`config.mk`:
```
export PLATFORM = sky130hd
export DESIGN_NAME = control_sequencer
export DESIGN_NICKNAME = d
export VERILOG_FILES = /design/src/rtl/control_sequencer_pkg.sv /design/src/rtl/control_sequencer_reg_sel_decode.sv /design/src/rtl/control_sequencer.sv
export SDC_FILE = /design/constraint.sdc
export NUM_CORES = 1
export LEC_CHECK = 0
export CORE_MARGIN = 2
export CORE_UTILIZATION = 33
export DETAILED_ROUTE_END_ITERATION = 10
export GPL_ROUTABILITY_DRIVEN = 0
export PLACE_DENSITY_LB_ADDON = 0.12
export SYNTH_ARGS = -nofsm -noshare
export SYNTH_HDL_FRONTEND = slang
export SYNTH_SLANG_ARGS = --single-unit
```
`constraint.sdc`:
```
create_clock -name clock -period 2.36 [get_ports clock]
set_input_delay 0.354 -clock clock [delete_from_list [all_inputs] [get_ports clock]]
set_output_delay 0.354 -clock clock [all_outputs]
set_load 0.01 [all_outputs]
```
`src/rtl/control_sequencer_pkg.sv`:
```
// -----------------------------------------------------------------------------
// cpu_ctrl_pkg
// Shared definitions for the hardwired control sequencer of the single-bus CPU:
// IR field positions, opcode values, one-hot ALU operation codes, the sequencer
// state enum, and helpers that classify an opcode and map it to its ALU op.
// -----------------------------------------------------------------------------
package cpu_ctrl_pkg;

    // IR field bit positions
    localparam int OPC_MSB = 31;
    localparam int OPC_LSB = 27;
    localparam int RA_MSB  = 26;
    localparam int RA_LSB  = 23;
    localparam int RB_MSB  = 22;
    localparam int RB_LSB  = 19;
    localparam int RC_MSB  = 18;
    localparam int RC_LSB  = 15;

    // Opcodes
    localparam logic [4:0] OP_ADD  = 5'b00011;
    localparam logic [4:0] OP_SUB  = 5'b00100;
    localparam logic [4:0] OP_SHR  = 5'b00101;
    localparam logic [4:0] OP_SHL  = 5'b00110;
    localparam logic [4:0] OP_ROR  = 5'b00111;
    localparam logic [4:0] OP_ROL  = 5'b01000;
    localparam logic [4:0] OP_AND  = 5'b01001;
    localparam logic [4:0] OP_OR   = 5'b01010;
    localparam logic [4:0] OP_MUL  = 5'b01110;
    localparam logic [4:0] OP_DIV  = 5'b01111;
    localparam logic [4:0] OP_NEG  = 5'b10000;
    localparam logic [4:0] OP_NOT  = 5'b10001;
    localparam logic [4:0] OP_NOP  = 5'b11010;
    localparam logic [4:0] OP_HALT = 5'b11011;

    // One-hot ALU operation select
    localparam logic [11:0] ALU_ADD = 12'h001;
    localparam logic [11:0] ALU_SUB = 12'h002;
    localparam logic [11:0] ALU_AND = 12'h004;
    localparam logic [11:0] ALU_OR  = 12'h008;
    localparam logic [11:0] ALU_SHR = 12'h010;
    localparam logic [11:0] ALU_SHL = 12'h020;
    localparam logic [11:0] ALU_ROR = 12'h040;
    localparam logic [11:0] ALU_ROL = 12'h080;
    localparam logic [11:0] ALU_MUL = 12'h100;
    localparam logic [11:0] ALU_NEG = 12'h200;
    localparam logic [11:0] ALU_NOT = 12'h400;
    localparam logic [11:0] ALU_DIV = 12'h800;

    typedef enum logic [3:0] {
        S_RESET,
        S_T0,
        S_T1,
        S_T2,
        S_T3,
        S_T4,
        S_T5,
        S_T6,
        S_HALT
    } state_t;

    // Execute-phase shape of an instruction
    typedef enum logic [2:0] {
        CLS_ALU3,     // Ra <= Rb op Rc
        CLS_UNARY,    // Ra <= op Rb
        CLS_MULDIV,   // HI:LO <= Ra op Rb
        CLS_NOP,
        CLS_HALT,
        CLS_ILLEGAL
    } op_class_t;

    function automatic op_class_t op_class(input logic [4:0] opcode);
        case (opcode)
            OP_ADD, OP_SUB, OP_SHR, OP_SHL,
            OP_ROR, OP_ROL, OP_AND, OP_OR:   return CLS_ALU3;
            OP_NEG, OP_NOT:                  return CLS_UNARY;
            OP_MUL, OP_DIV:                  return CLS_MULDIV;
            OP_NOP:                          return CLS_NOP;
            OP_HALT:                         return CLS_HALT;
            default:                         return CLS_ILLEGAL;
        endcase
    endfunction

    function automatic logic [11:0] alu_select(input logic [4:0] opcode);
        case (opcode)
            OP_ADD:  return ALU_ADD;
            OP_SUB:  return ALU_SUB;
            OP_AND:  return ALU_AND;
            OP_OR:   return ALU_OR;
            OP_SHR:  return ALU_SHR;
            OP_SHL:  return ALU_SHL;
            OP_ROR:  return ALU_ROR;
            OP_ROL:  return ALU_ROL;
            OP_MUL:  return ALU_MUL;
            OP_NEG:  return ALU_NEG;
            OP_NOT:  return ALU_NOT;
            OP_DIV:  return ALU_DIV;
            default: return 12'h000;
        endcase
    endfunction

endpackage

```
`src/rtl/control_sequencer_reg_sel_decode.sv`:
```
// -----------------------------------------------------------------------------
// reg_sel_decode
// 4-to-16 one-hot register select decoder with enable.
//   en      in   1   when 0 the output is all zero
//   sel     in   4   register number
//   onehot  out 16   bit sel set when en=1
// -----------------------------------------------------------------------------
module reg_sel_decode (
    input  logic        en,
    input  logic [3:0]  sel,
    output logic [15:0] onehot
);

    // NOTE: every variable assigned in an always_comb gets a default first so no
    // path leaves it unassigned, which would otherwise infer a latch.
    always_comb begin
        onehot = '0;
        if (en) begin
            onehot[sel] = 1'b1;
        end
    end

endmodule

```
`src/rtl/control_sequencer.sv`:
```
// -----------------------------------------------------------------------------
// control_sequencer
// Hardwired Moore control unit for the single-bus CPU datapath. Steps the fetch
// cycle (T0-T2), decodes IR and drives the datapath strobes for each execute
// step (T3-T6).
//   clock                    in   1   rising-edge clock
//   clr                      in   1   asynchronous active-low reset
//   run_en                   in   1   permits a new fetch, looked at only in T0
//   ir                       in  32   IR register contents
//   Rout / Rin               out 16   one-hot general register bus drive / load
//   PCout .. Cout            out  1   bus drivers (In_Portout, Cout, HIout,
//                                     LOout are never used by this ISA subset)
//   PCin .. LOin             out  1   register loads
//   incPC, MDRread           out  1   ALU increment / MDR source select
//   ALUin                    out 12   one-hot ALU operation
//   run                      out  1   1 outside RESET and HALT
//   illegal                  out  1   sticky undefined-opcode flag
// -----------------------------------------------------------------------------
module control_sequencer
    import cpu_ctrl_pkg::*;
#(
    parameter bit HALT_ON_ILLEGAL = 1'b1
) (
    input  logic        clock,
    input  logic        clr,
    input  logic        run_en,
    input  logic [31:0] ir,
    output logic [15:0] Rout,
    output logic [15:0] Rin,
    output logic        PCout,
    output logic        MDRout,
    output logic        Zlowout,
    output logic        Zhighout,
    output logic        HIout,
    output logic        LOout,
    output logic        In_Portout,
    output logic        Cout,
    output logic        PCin,
    output logic        IRin,
    output logic        MARin,
    output logic        MDRin,
    output logic        Yin,
    output logic        Zlow_in,
    output logic        Zhigh_in,
    output logic        HIin,
    output logic        LOin,
    output logic        incPC,
    output logic        MDRread,
    output logic [11:0] ALUin,
    output logic        run,
    output logic        illegal
);

    state_t    state, next_state;
    op_class_t cls;
    logic      set_illegal;
    logic      illegal_q;
    logic [4:0] opcode;
    logic [3:0] ra, rb, rc;
    logic       rout_en, rin_en;
    logic [3:0] rout_sel, rin_sel;
    logic       unused_ir_bits;

    assign opcode = ir[OPC_MSB:OPC_LSB];
    assign ra     = ir[RA_MSB:RA_LSB];
    assign rb     = ir[RB_MSB:RB_LSB];
    assign rc     = ir[RC_MSB:RC_LSB];
    assign cls    = op_class(opcode);
    assign unused_ir_bits = ^ir[RC_LSB-1:0];

    // State register; the illegal flag is held here so it survives HALT.
    // NOTE: sequential state is updated with non-blocking assignments so every
    // flop samples the pre-edge values regardless of process ordering.
    always_ff @(posedge clock or negedge clr) begin
        if (!clr) begin
            state     <= S_RESET;
            illegal_q <= 1'b0;
        end else begin
            state <= next_state;
            if (set_illegal) begin
                illegal_q <= 1'b1;
            end
        end
    end

    // Next-state logic. The T2 branch uses the incoming instruction word, so
    // IR must already hold it when T2 ends.
    always_comb begin
        next_state  = state;
        set_illegal = 1'b0;
        case (state)
            S_RESET: next_state = S_T0;
            S_T0:    next_state = run_en ? S_T1 : S_T0;
            S_T1:    next_state = S_T2;
            S_T2: begin
                case (cls)
                    CLS_NOP:  next_state = S_T0;
                    CLS_HALT: next_state = S_HALT;
                    CLS_ILLEGAL: begin
                        next_state  = HALT_ON_ILLEGAL ? S_HALT : S_T0;
                        set_illegal = HALT_ON_ILLEGAL;
                    end
                    default:  next_state = S_T3;
                endcase
            end
            // A class change during execute (unstable IR) falls back to fetch.
            S_T3: next_state = (cls inside {CLS_ALU3, CLS_UNARY, CLS_MULDIV}) ? S_T4 : S_T0;
            S_T4: next_state = (cls inside {CLS_ALU3, CLS_MULDIV}) ? S_T5 : S_T0;
            S_T5: next_state = (cls == CLS_MULDIV) ? S_T6 : S_T0;
            S_T6: next_state = S_T0;
            S_HALT: next_state = S_HALT;
            default: next_state = S_RESET;
        endcase
    end

    // Output decode from the state and IR (plus run_en gating the T0 fetch).
    always_comb begin
        PCout    = 1'b0;
        MDRout   = 1'b0;
        Zlowout  = 1'b0;
        Zhighout = 1'b0;
        PCin     = 1'b0;
        IRin     = 1'b0;
        MARin    = 1'b0;
        MDRin    = 1'b0;
        Yin      = 1'b0;
        Zlow_in  = 1'b0;
        Zhigh_in = 1'b0;
        HIin     = 1'b0;
        LOin     = 1'b0;
        incPC    = 1'b0;
        MDRread  = 1'b0;
        ALUin    = '0;
        run      = !(state inside {S_RESET, S_HALT});
        rout_en  = 1'b0;
        rout_sel = '0;
        rin_en   = 1'b0;
        rin_sel  = '0;
        case (state)
            S_T0: begin
                if (run_en) begin
                    PCout   = 1'b1;
                    MARin   = 1'b1;
                    incPC   = 1'b1;
                    Zlow_in = 1'b1;
                end
            end
            S_T1: begin
                Zlowout = 1'b1;
                PCin    = 1'b1;
                MDRread = 1'b1;
                MDRin   = 1'b1;
            end
            S_T2: begin
                MDRout = 1'b1;
                IRin   = 1'b1;
            end
            S_T3: begin
                case (cls)
                    CLS_ALU3: begin
                        rout_en = 1'b1; rout_sel = rb; Yin = 1'b1;
                    end
                    CLS_UNARY: begin
                        rout_en = 1'b1; rout_sel = rb;
                        ALUin = alu_select(opcode); Zlow_in = 1'b1; Zhigh_in = 1'b1;
                    end
                    CLS_MULDIV: begin
                        rout_en = 1'b1; rout_sel = ra; Yin = 1'b1;
                    end
                    default: ;
                endcase
            end
            S_T4: begin
                case (cls)
                    CLS_ALU3: begin
                        rout_en = 1'b1; rout_sel = rc;
                        ALUin = alu_select(opcode); Zlow_in = 1'b1; Zhigh_in = 1'b1;
                    end
                    CLS_UNARY: begin
                        Zlowout = 1'b1; rin_en = 1'b1; rin_sel = ra;
                    end
                    CLS_MULDIV: begin
                        rout_en = 1'b1; rout_sel = rb;
                        ALUin = alu_select(opcode); Zlow_in = 1'b1; Zhigh_in = 1'b1;
                    end
                    default: ;
                endcase
            end
            S_T5: begin
                case (cls)
                    CLS_ALU3: begin
                        Zlowout = 1'b1; rin_en = 1'b1; rin_sel = ra;
                    end
                    CLS_MULDIV: begin
                        Zlowout = 1'b1; LOin = 1'b1;
                    end
                    default: ;
                endcase
            end
            S_T6: begin
                if (cls == CLS_MULDIV) begin
                    Zhighout = 1'b1;
                    HIin     = 1'b1;
                end
            end
            default: ;
        endcase
    end

    assign HIout      = 1'b0;
    assign LOout      = 1'b0;
    assign In_Portout = 1'b0;
    assign Cout       = 1'b0;
    assign illegal    = illegal_q;

    reg_sel_decode u_rout_dec (
        .en     (rout_en),
        .sel    (rout_sel),
        .onehot (Rout)
    );

    reg_sel_decode u_rin_dec (
        .en     (rin_en),
        .sel    (rin_sel),
        .onehot (Rin)
    );

endmodule

```
### Word-level counts from Yosys, hierarchy flattened

Memory sizes are Yosys's and may differ from the RTL's.
Cells that the tools add are included.

* logic and storage cells: 76
* register bits after elaboration: 5
* memories kept: 4
* memory bits (read-only): 1248
* input bits: 35
* output and inout port bits: 65

* equal/unequal tests: 13
* reduce and logical (&&, ||, !) cells: 13
* muxes and demuxes: 40
* magnitude comparators: 4

Memory list
* (no name shown): words 32, bits a word 12, read ports 1, clocked after memory_dff 0, write ports 0, RTL line control_sequencer_pkg.sv:84 `case (opcode)`
* (no name shown): words 32, bits a word 12, read ports 1, clocked after memory_dff 0, write ports 0, RTL line control_sequencer_pkg.sv:84
* (no name shown): words 32, bits a word 12, read ports 1, clocked after memory_dff 0, write ports 0, RTL line control_sequencer_pkg.sv:84
* (no name shown): words 32, bits a word 3, read ports 1, clocked after memory_dff 0, write ports 0, RTL line control_sequencer_pkg.sv:72 `case (opcode)`

Operators by type and width (number)
* one-hot mux 12 bit (2 select lines): 2
* one-hot mux 4 bit (2 select lines): 5
* two-way mux 16 bit: 2
* one-hot mux 4 bit (8 select lines): 1
* == test 4 x 3 -> 1 bit, second input constant: 4
* two-way mux 1 bit: 16
* two-way mux 12 bit: 1
* < comparator 4 x 5 -> 1 bit, second input constant: 2
* two-way mux 3 bit: 3
* demux 1 bit (select 4 bit): 2
* == test 4 x 2 -> 1 bit, second input constant: 2
* >= comparator 4 x 1 -> 1 bit, second input constant: 2
* two-way mux 4 bit: 2
* OR reduction 2 bit: 4
* == test 3 x 2 -> 1 bit, second input constant: 2
* == test 3 bit, second input constant: 2
* one-hot mux 1 bit (2 select lines): 3
* one-hot mux 1 bit (3 select lines): 2
* == test 4 x 1 -> 1 bit, second input constant: 1
* == test 4 bit, second input constant: 1
* zero test 4 bit: 1
* nonzero test 2 bit: 2
* == test 3 x 1 -> 1 bit, second input constant: 1
* zero test 3 bit: 1
* other kinds (5): 6

### Depth between registers and ports, before layout

Gate-level depths: netlist (run 1).
An unclocked memory read counts as a cell.

* depth in word-level cells: 10
* mapped depth: 7

### Hierarchy

From an unflattened synthesis (run 1), not the netlist that was laid out.

* cell total of the unflattened synthesis: 197
* area, all modules: 1217.4 um2

Modules (own cells, without submodules)
* control_sequencer: times used 1, cells an instance 151, area each 979.7 um2, sequential area each 125.1 um2
* reg_sel_decode (u_rin_dec): times used 1, cells an instance 23, area each 120.1 um2, sequential area each 0.0 um2
* reg_sel_decode (u_rout_dec): times used 1, cells an instance 23, area each 117.6 um2, sequential area each 0.0 um2

### Least setup slack after synthesis (run 1)

No wires, ideal clock.

* kind: input to output
* start point: input ir[27]
* end point: output Rin[0]
* path slack: 0.203 ns
* cell stages on the path: 7
* data arrival time: 1.803 ns
* required time: 2.006 ns
* path buffers: 1
* cells stage by stage: buf_4 -> a21oi_4 -> xnor2_1 -> a21o_2 -> and3_2 -> or3b_4 -> nor3_2

* cells in the longest elaborated chain, start to end: 9
* elaborated cells between the ends (all ways): 15
* those cells by class: 2 x order compare; 1 x eq/ne; 9 x mux; 2 x reduce/logical; 1 x memory

RTL lines
* start, declared: RTL line control_sequencer.sv:27 `input logic [31:0] ir,`
* memory (32 x 3 bit) (*)
* == test 3 x 1 -> 1 bit or zero test 3 bit (tied branches): RTL line control_sequencer.sv:174, control_sequencer.sv:190
* two-way mux 4 bit, on equally long branches: RTL line control_sequencer.sv:174, control_sequencer.sv:190
* one-hot mux 4 bit (2 select lines): RTL line control_sequencer.sv:139 `case (state)`
* < comparator 4 x 5 -> 1 bit (not written as such) or >= comparator 4 x 1 -> 1 bit (tied branches): RTL line control_sequencer_reg_sel_decode.sv:19 `onehot[sel] = 1'b1;`
* logical AND 1 bit (not written as such): RTL line control_sequencer_reg_sel_decode.sv:19
* two-way mux 1 bit (not written as such): RTL line control_sequencer_reg_sel_decode.sv:19
* demux 1 bit (select 4 bit)
* two-way mux 16 bit (*): RTL line control_sequencer_reg_sel_decode.sv:18 `if (en) begin`
* end, declared: RTL line control_sequencer.sv:29 `output logic [15:0] Rin,`

Mark *: on every way between the ends. The rest lies on a longest branch, timed or not.

### Final worst setup path (run 1)

* start point: input ir[29]
* end point: output Rout[9]

* cells in the longest elaborated chain, start to end: 10
* elaborated cells between the ends (all ways): 19
* those cells by class: 2 x order compare; 2 x eq/ne; 9 x mux; 5 x reduce/logical; 1 x memory

RTL lines
* memory (32 x 3 bit) (*)
* == test 3 x 1 -> 1 bit or zero test 3 bit (tied branches): RTL line control_sequencer.sv:159, control_sequencer.sv:174
* OR reduction 2 bit (no source line)
* one-hot mux 4 bit (2 select lines): RTL line control_sequencer.sv:159 `case (cls)`
* one-hot mux 4 bit (2 select lines): RTL line control_sequencer.sv:139
* < comparator 4 x 5 -> 1 bit (not written as such) or >= comparator 4 x 1 -> 1 bit (tied branches): RTL line control_sequencer_reg_sel_decode.sv:19
* logical AND 1 bit (not written as such): RTL line control_sequencer_reg_sel_decode.sv:19
* two-way mux 1 bit (not written as such): RTL line control_sequencer_reg_sel_decode.sv:19
* demux 1 bit (select 4 bit)
* two-way mux 16 bit (*): RTL line control_sequencer_reg_sel_decode.sv:18
* end, declared: RTL line control_sequencer.sv:28 `output logic [15:0] Rout,`

Marked as above.

==> results of run 1 <==
[report_power, final]
part	switching, mW	internal [mW]
clock network	0.0411	0.0643
logic	0.494	0.561
registers	0.0472	0.122
total	0.583	0.748
[path summary, 6_finish.rpt]
check                           slack [ns]  endpoint     start
worst max-delay path                 -0.09   Rout[9]    ir[29]
worst min-delay path                  0.32  state[0]       clr
worst max register to register        0.91  state[2]  state[3]
worst min register to register        0.46   illegal   illegal
max in group asynchronous             1.84  state[1]       clr
min in group clock                    0.46   illegal   illegal
[registers in the layout (all words and copies together) (netlist names)]
register	count
state	4
illegal	1
[logic make-up (layout without fill, tap and decap cells)]
family / count (synthesis) / in the layout / share of synthesized area
DFF: 5 / 5 / 0.104
AOI/OAI and AO/OA: 38 / 38 / 0.233
and+or+nand+nor: 114 / 114 / 0.485
xor gates and xnor gates: 2 / 2 / 0.0145
muxes: 4 / 4 / 0.0332
buffers and inverters: 27 / 171 / 0.127
other: 1 / 4 / 0.00311
[per-layer routing]
layer | part of all wire | vias up | global-route usage
li1 | - | 966 | -
met2 | 0.52 | 118 | 0.496
met1 | 0.38 | 1007 | 0.300
met4 | 0.044 | 0 | 0.0665
met5 | 0 | - | 0
met3 | 0.059 | 26 | 0.0243
[per-stage QoR]
stage	hold WS, ns	setup TNS (ns)
6_report	0.320	-0.254
5_1_grt	0.336	-1.45
4_1_cts	0.325	-0.175
3_5_place_dp	0.448	-31.71
3_3_place_gp	0.447	-30.44
2_1_floorplan	0.0584	0
[layout make-up]
| type | instances | share of cell area |
|---|---|---|
| flip-flops and latches | 5 | 0.0468 |
| well taps | 46 | 0.0207 |
| repair buffers | 161 | 0.448 |
| multi-input cells | 162 | 0.466 |
| clock buffers | 4 | 0.00945 |
| inverters | 6 | 0.00810 |
[cells in the final DEF, fill, tap and decap left out, types with 4 or more instances in the layout]
master / netlist / routed
sky130_fd_sc_hd__nor2_2: 0 / 8
sky130_fd_sc_hd__a21o_1: 4 / 4
sky130_fd_sc_hd__nor3_4: 0 / 4
sky130_fd_sc_hd__o21ai_0: 7 / 6
sky130_fd_sc_hd__nand2_2: 1 / 7
sky130_fd_sc_hd__clkbuf_2: 0 / 14
sky130_fd_sc_hd__nand2_1: 15 / 7
sky130_fd_sc_hd__nand2b_4: 0 / 4
sky130_fd_sc_hd__dlygate4sd2_1: 0 / 11
sky130_fd_sc_hd__buf_4: 13 / 71
sky130_fd_sc_hd__clkdlybuf4s50_1: 0 / 26
sky130_fd_sc_hd__buf_6: 0 / 14
sky130_fd_sc_hd__nor3_1: 14 / 6
sky130_fd_sc_hd__nand2b_1: 10 / 6
sky130_fd_sc_hd__nor3_2: 3 / 7
sky130_fd_sc_hd__nor2_1: 45 / 35
sky130_fd_sc_hd__dfrtp_2: 0 / 4
sky130_fd_sc_hd__nand3_1: 7 / 5
sky130_fd_sc_hd__conb_1: 1 / 4
sky130_fd_sc_hd__buf_2: 3 / 24
[timing repair]
action                     CTS  global route
pin swaps                   24            26
gates resized for setup    163           100
buffers inserted            20             6
setup endpoints to repair   51            49
==> results.yml, run 1 <==
final_layout:
  finish.utilization: 0.814
  fin_nets: 374
  n_antenna_cell: 0
  multi_input_area_um2: 1300
  layout.filler_cells: 220
  register_area_um2: 130
  final_area_um2: 2780
  final_cells: 384
  proportion_of_layout_cells_with_a_drive_suffix_above_1: 0.577
  syn2layout_area_growth_pct: 130
global_route:
  aggregate_global_routing_overflow: 0
  pin_count_of_the_biggest_net_entering_global_routing: 13
  antenna_found_initial: 0
  grt_use_total: 0.257
  grt_pass1_vias: 1907
  grt_pass1_wl_um: 8600
detailed_routing:
  vias_per_cell: 5.51
  routedWlPerCell_um: 17.7
  routed_wl_um: 6790
  total_number_of_vias: 2117
  drtIter0Drc: 92
  detailedRoute.firstPassIterationCount: 4
  detail_route.drc_violations: 0
  number_of_nets_with_antenna_violations_after_detailed_routing: 0
setup_path:
  crit_path_top_delay_cell: "sky130_fd_sc_hd__a32oi_2"
  ordered_list_of_cells_on_the_worst_path: "buf_4, buf_6, a21oi_4, xnor2_2, buf_4, a32oi_2, o22a_1, nand2_2, buf_6, buf_4, nor2_2, buf_2"
  cp.buffers_inverters: 6
  timing.critical_path.slowest_cell_delay_ns: 0.26
  setup_crit_path_kind: "in2out"
  timing.reg2reg.worst_path_depth: 7
  critical_path_depth: 12
  critPathLaunchType: "input port"
  worst_setup_path_end_kind: "output pin"
  critical_path.max_fanout: 8
  worst_ep_arrival_time_ns: 2.10
  critPathRequiredTime_ns: 2.01
  timing.critical_path.max_delay_family: "buffers and inverters"
  cpMostUsedCell: "sky130_fd_sc_hd__buf_4"
pwr:
  worst_ir_drop_vdd_v: 0.000428
  totalPowerFinal_mw: 1.33
  cellPowerDensity_nw_per_um2: 478
  power.leakage_nw: 1.33
logic_synthesis:
  syn-mean-instance-area_um2: 6.32
  synth_top_cells_by_area: "sky130_fd_sc_hd__nor2_1 (14%), sky130_fd_sc_hd__dfrtp_1 (10%), sky130_fd_sc_hd__buf_4 (8.1%)"
  synth.distinct_cells: 47
  synth_most_common_cell: "sky130_fd_sc_hd__nor2_1"
  async_flop_share: 1.00
  synth.largest_area_cell: "sky130_fd_sc_hd__nor2_1"
  yosysWarnings: 0
  share_of_synthesized_area_occupied_by_flip_flops_and_latches: 0.104
  area_fraction_of_the_dominant_cell_type_after_synthesis: 0.140
  synth.cell_area_um2: 1210
  ys_ff_latch: 5
  number_of_flops_mapped_to_enable_cells_by_yosys: 0
  synthesized_netlist_cell_count: 191
  netlist_top_cells_count: "sky130_fd_sc_hd__nor2_1 (45), sky130_fd_sc_hd__nand2_1 (15), sky130_fd_sc_hd__nor3_1 (14)"
  synth_ff_type: "sky130_fd_sc_hd__dfrtp_1"
timing:
  report.final.hold_viol_count: 0
  grt_setup_unrepaired: "yes"
  timing.final.crit_period_ns: 2.45
  clock-skew-final_ns: 0.000815
  post-route-period-util: 1.04
  timing.final.ws_setup_ns: -0.0923
  slew_violations: 0
  clock.fmax_mhz: 408
  setup_viol: 8
die:
  chipHeight_um: 64.5
  std_cell_rows: 21
  die_outline_area_um2: 4160
  floorplan.io_pins: 100
  initial_core_util: 0.353
  die-width_um: 64.5
  fp.coreArea_um2: 3420
placed_design:
  placedInstanceArea_um2: 2360
  hpwl_um: 3770
  port_buffers: 80
  pre_cts_ws_ns: -0.756
  dp_cells: 354
clock_tree:
  cts.sink_count: 5
  tritoncts.num_buffers: 3
  clock_latency_at_the_later_pin_of_the_worst_skew_pair_ns: 0.25
  cts_tree: "done"
  cts_root_buf: "sky130_fd_sc_hd__clkbuf_4"
  cts_htree_levels: 1
  cts_buffer_depth: 2
  clkTransAtPathRegs_ns: 0.05
  cts_hold_repair.buffers: 0
flow_run:
  maxCapViolations: 0
status:
  run_status: "finished, violations left"
  violated_checks: "negative setup slack"
hold_path:
  holdCritPathClass: "in2async"
Note: power is estimated with default switching activity, not from simulation.
==> run 2: changes to the inputs <==
Settings changed: CORE_MARGIN 2 to default, SETUP_SLACK_MARGIN from default to 0.5.
==> run 2 against run 1 <==
  * The flow still finishes with violations (negative setup slack)
  * Via count rose by 19%
  * Critical path depth fell by 4
  * Design area rose by 16%
  * Die area fell by 6.1%
  * Setup slack got worse by 0.19 ns
  * Register-to-register slack got worse by 0.25 ns
  * Sequential power rose by 8%
  * First-iteration DRC count rose to 2.9 times the previous value
  * Combinational power rose by 15%
  * Utilization rose by 13 points
  * Routed wire length rose by 33%
  * Critical endpoint is now Rout[15]
  * Largest power group unchanged
==> results.yml, run 2 (synthesized netlist as in run 1, its figures left out) <==
status:
  violated_checks: "negative setup slack"
  run_status: "finished, violations left"
clock_tree:
  cts_buffer_depth: 2
  cts_hold_repair.buffers: 0
  cts_htree_levels: 1
  cts_tree: "done"
  clkTransAtPathRegs_ns: 0.05
  cts.sink_count: 5
  clock_latency_at_the_later_pin_of_the_worst_skew_pair_ns: 0.24
  tritoncts.num_buffers: 3
  cts_root_buf: "sky130_fd_sc_hd__clkbuf_4"
detailed_routing:
  drtIter0Drc: 265
  number_of_nets_with_antenna_violations_after_detailed_routing: 0
  detailedRoute.firstPassIterationCount: 5
  total_number_of_vias: 2513
  detail_route.drc_violations: 0
  routed_wl_um: 9050
  routedWlPerCell_um: 21.9
  vias_per_cell: 6.07
timing:
  report.final.hold_viol_count: 0
  grt_setup_unrepaired: "yes"
  setup_viol: 30
  clock.fmax_mhz: 379
  post-route-period-util: 1.12
  clock-skew-final_ns: 0.000218
  timing.final.crit_period_ns: 2.64
  timing.final.ws_setup_ns: -0.279
  whs_ns: 0.341
  slew_violations: 0
placed_design:
  placedInstanceArea_um2: 2530
  port_buffers: 80
  hpwl_um: 3770
  dp_cells: 359
setup_path:
  cp.buffers_inverters: 2
  setup.reg_to_reg.worst_slack_ns: 0.66
  worst_ep_arrival_time_ns: 2.29
  critPathRequiredTime_ns: 2.01
  timing.rr.start: "state[1]"
  timing.reg2reg.worst_path_depth: 9
  timing.critical_path.slowest_cell_delay_ns: 0.44
  setup_crit_path_kind: "reg2out"
  critical_path.max_fanout: 4
  ordered_list_of_cells_on_the_worst_path: "and4bb_2, nand2_2, nor3_4, a311oi_4, buf_4, or2_4, nor2_1, buf_2"
  worst_setup_path_end_kind: "output pin"
  critPathLaunchType: "flip-flop"
  crit_path_top_delay_cell: "sky130_fd_sc_hd__dfrtp_1"
  timing.critical_path.max_delay_family: "simple AND/OR/NAND/NOR gates"
  regToRegEndpoint: "state[2]"
global_route:
  antenna_found_initial: 0
  grt_pass1_wl_um: 10900
  grt_use_total: 0.347
  grt_pass1_vias: 2253
  aggregate_global_routing_overflow: 0
  pin_count_of_the_biggest_net_entering_global_routing: 14
pwr:
  worst_ir_drop_vdd_v: 0.000260
  cellPowerDensity_nw_per_um2: 469
  power.leakage_nw: 1.55
final_layout:
  final_cells: 414
  layout.cells.most_common_list: "sky130_fd_sc_hd__buf_4 (76), sky130_fd_sc_hd__buf_2 (55), sky130_fd_sc_hd__buf_6 (41)"
  largest_register: "state"
  final_area_um2: 3220
  syn2layout_area_growth_pct: 167
  register_area_um2: 129
  final_common_cell: "sky130_fd_sc_hd__buf_4"
  n_antenna_cell: 0
  multi_input_area_um2: 1470
  fin_nets: 404
  proportion_of_layout_cells_with_a_drive_suffix_above_1: 0.736
  layout.filler_cells: 107
  largest_reg_flops: 4
die:
  fp.coreArea_um2: 3420
  chipHeight_um: 62.5
  initial_core_util: 0.353
  std_cell_rows: 21
  die_outline_area_um2: 3910
  floorplan.io_pins: 100
  die-width_um: 62.5
hold_path:
  holdCritPathClass: "in2async"
flow_run:
  maxCapViolations: 0
-- run 2: stage by stage --
stage          utilization  setup TNS [ns]  power, mW  setup slack (ns)
2_1_floorplan            -               0      0.577             0.263
3_3_place_gp         0.741          -32.22      0.969            -0.853
3_5_place_dp         0.741          -33.22      0.975            -0.878
4_1_cts              0.843          -0.369       1.22           -0.0744
5_1_grt              0.942           -4.76       1.57            -0.315
6_report             0.942           -3.42       1.51            -0.279
-- run 2: final cells by class --
cell class                 count  area share
inverter                       6     0.00700
sequential                     5      0.0400
timing repair buffer         191       0.471
clock buffer                   4     0.00816
multi-input combinational    162       0.456
tap                           46      0.0179
-- run 2: what timing repair did --
item / CTS / global route
pin swaps: 45 / 34
setup endpoints to repair: 62 / 59
buffers inserted: 39 / 12
gates resized for setup: 330 / 57
-- run 2: metal layers --
layer  share of wire  up-vias  global-route usage
li1                -     1023                   -
met1            0.37     1195               0.401
met2            0.48      222               0.630
met3           0.084       73              0.0438
met4           0.067        0               0.157
met5               0        -                   0
-- run 2: power breakdown --
part | switching, mW | internal, mW | total [mW]
combinational | 0.609 | 0.612 | 1.22
clock | 0.0422 | 0.0644 | 0.107
sequential | 0.0624 | 0.121 | 0.183
total | 0.713 | 0.798 | 1.51
-- run 2: worst max path at each step --
stage / slack [ns] / depth (start not counted) / from / to
2_1_floorplan: 0.26 / 7 / ir[27] / Rin[0]
3_3_place_gp: -0.85 / 8 / ir[27] / Rin[0]
3_5_place_dp: -0.88 / 10 / ir[28] / Rout[11]
4_1_cts: -0.07 / 8 / ir[28] / Rin[0]
5_1_grt: -0.32 / 8 / state[2] / Rout[15]
6_report: -0.28 / 8 / state[1] / Rout[15]
-- run 2: worst reg2reg max path, stage by stage (launching register included) --
cell and delay, ns:
sky130_fd_sc_hd__dfrtp_1 0.44, sky130_fd_sc_hd__buf_6 0.17, sky130_fd_sc_hd__buf_6 0.13, sky130_fd_sc_hd__buf_4 0.14
sky130_fd_sc_hd__nand3_2 0.09, sky130_fd_sc_hd__inv_2 0.06, sky130_fd_sc_hd__buf_4 0.14, sky130_fd_sc_hd__buf_4 0.12
sky130_fd_sc_hd__a31oi_1 0.18, sky130_fd_sc_hd__nand2_1 0.11
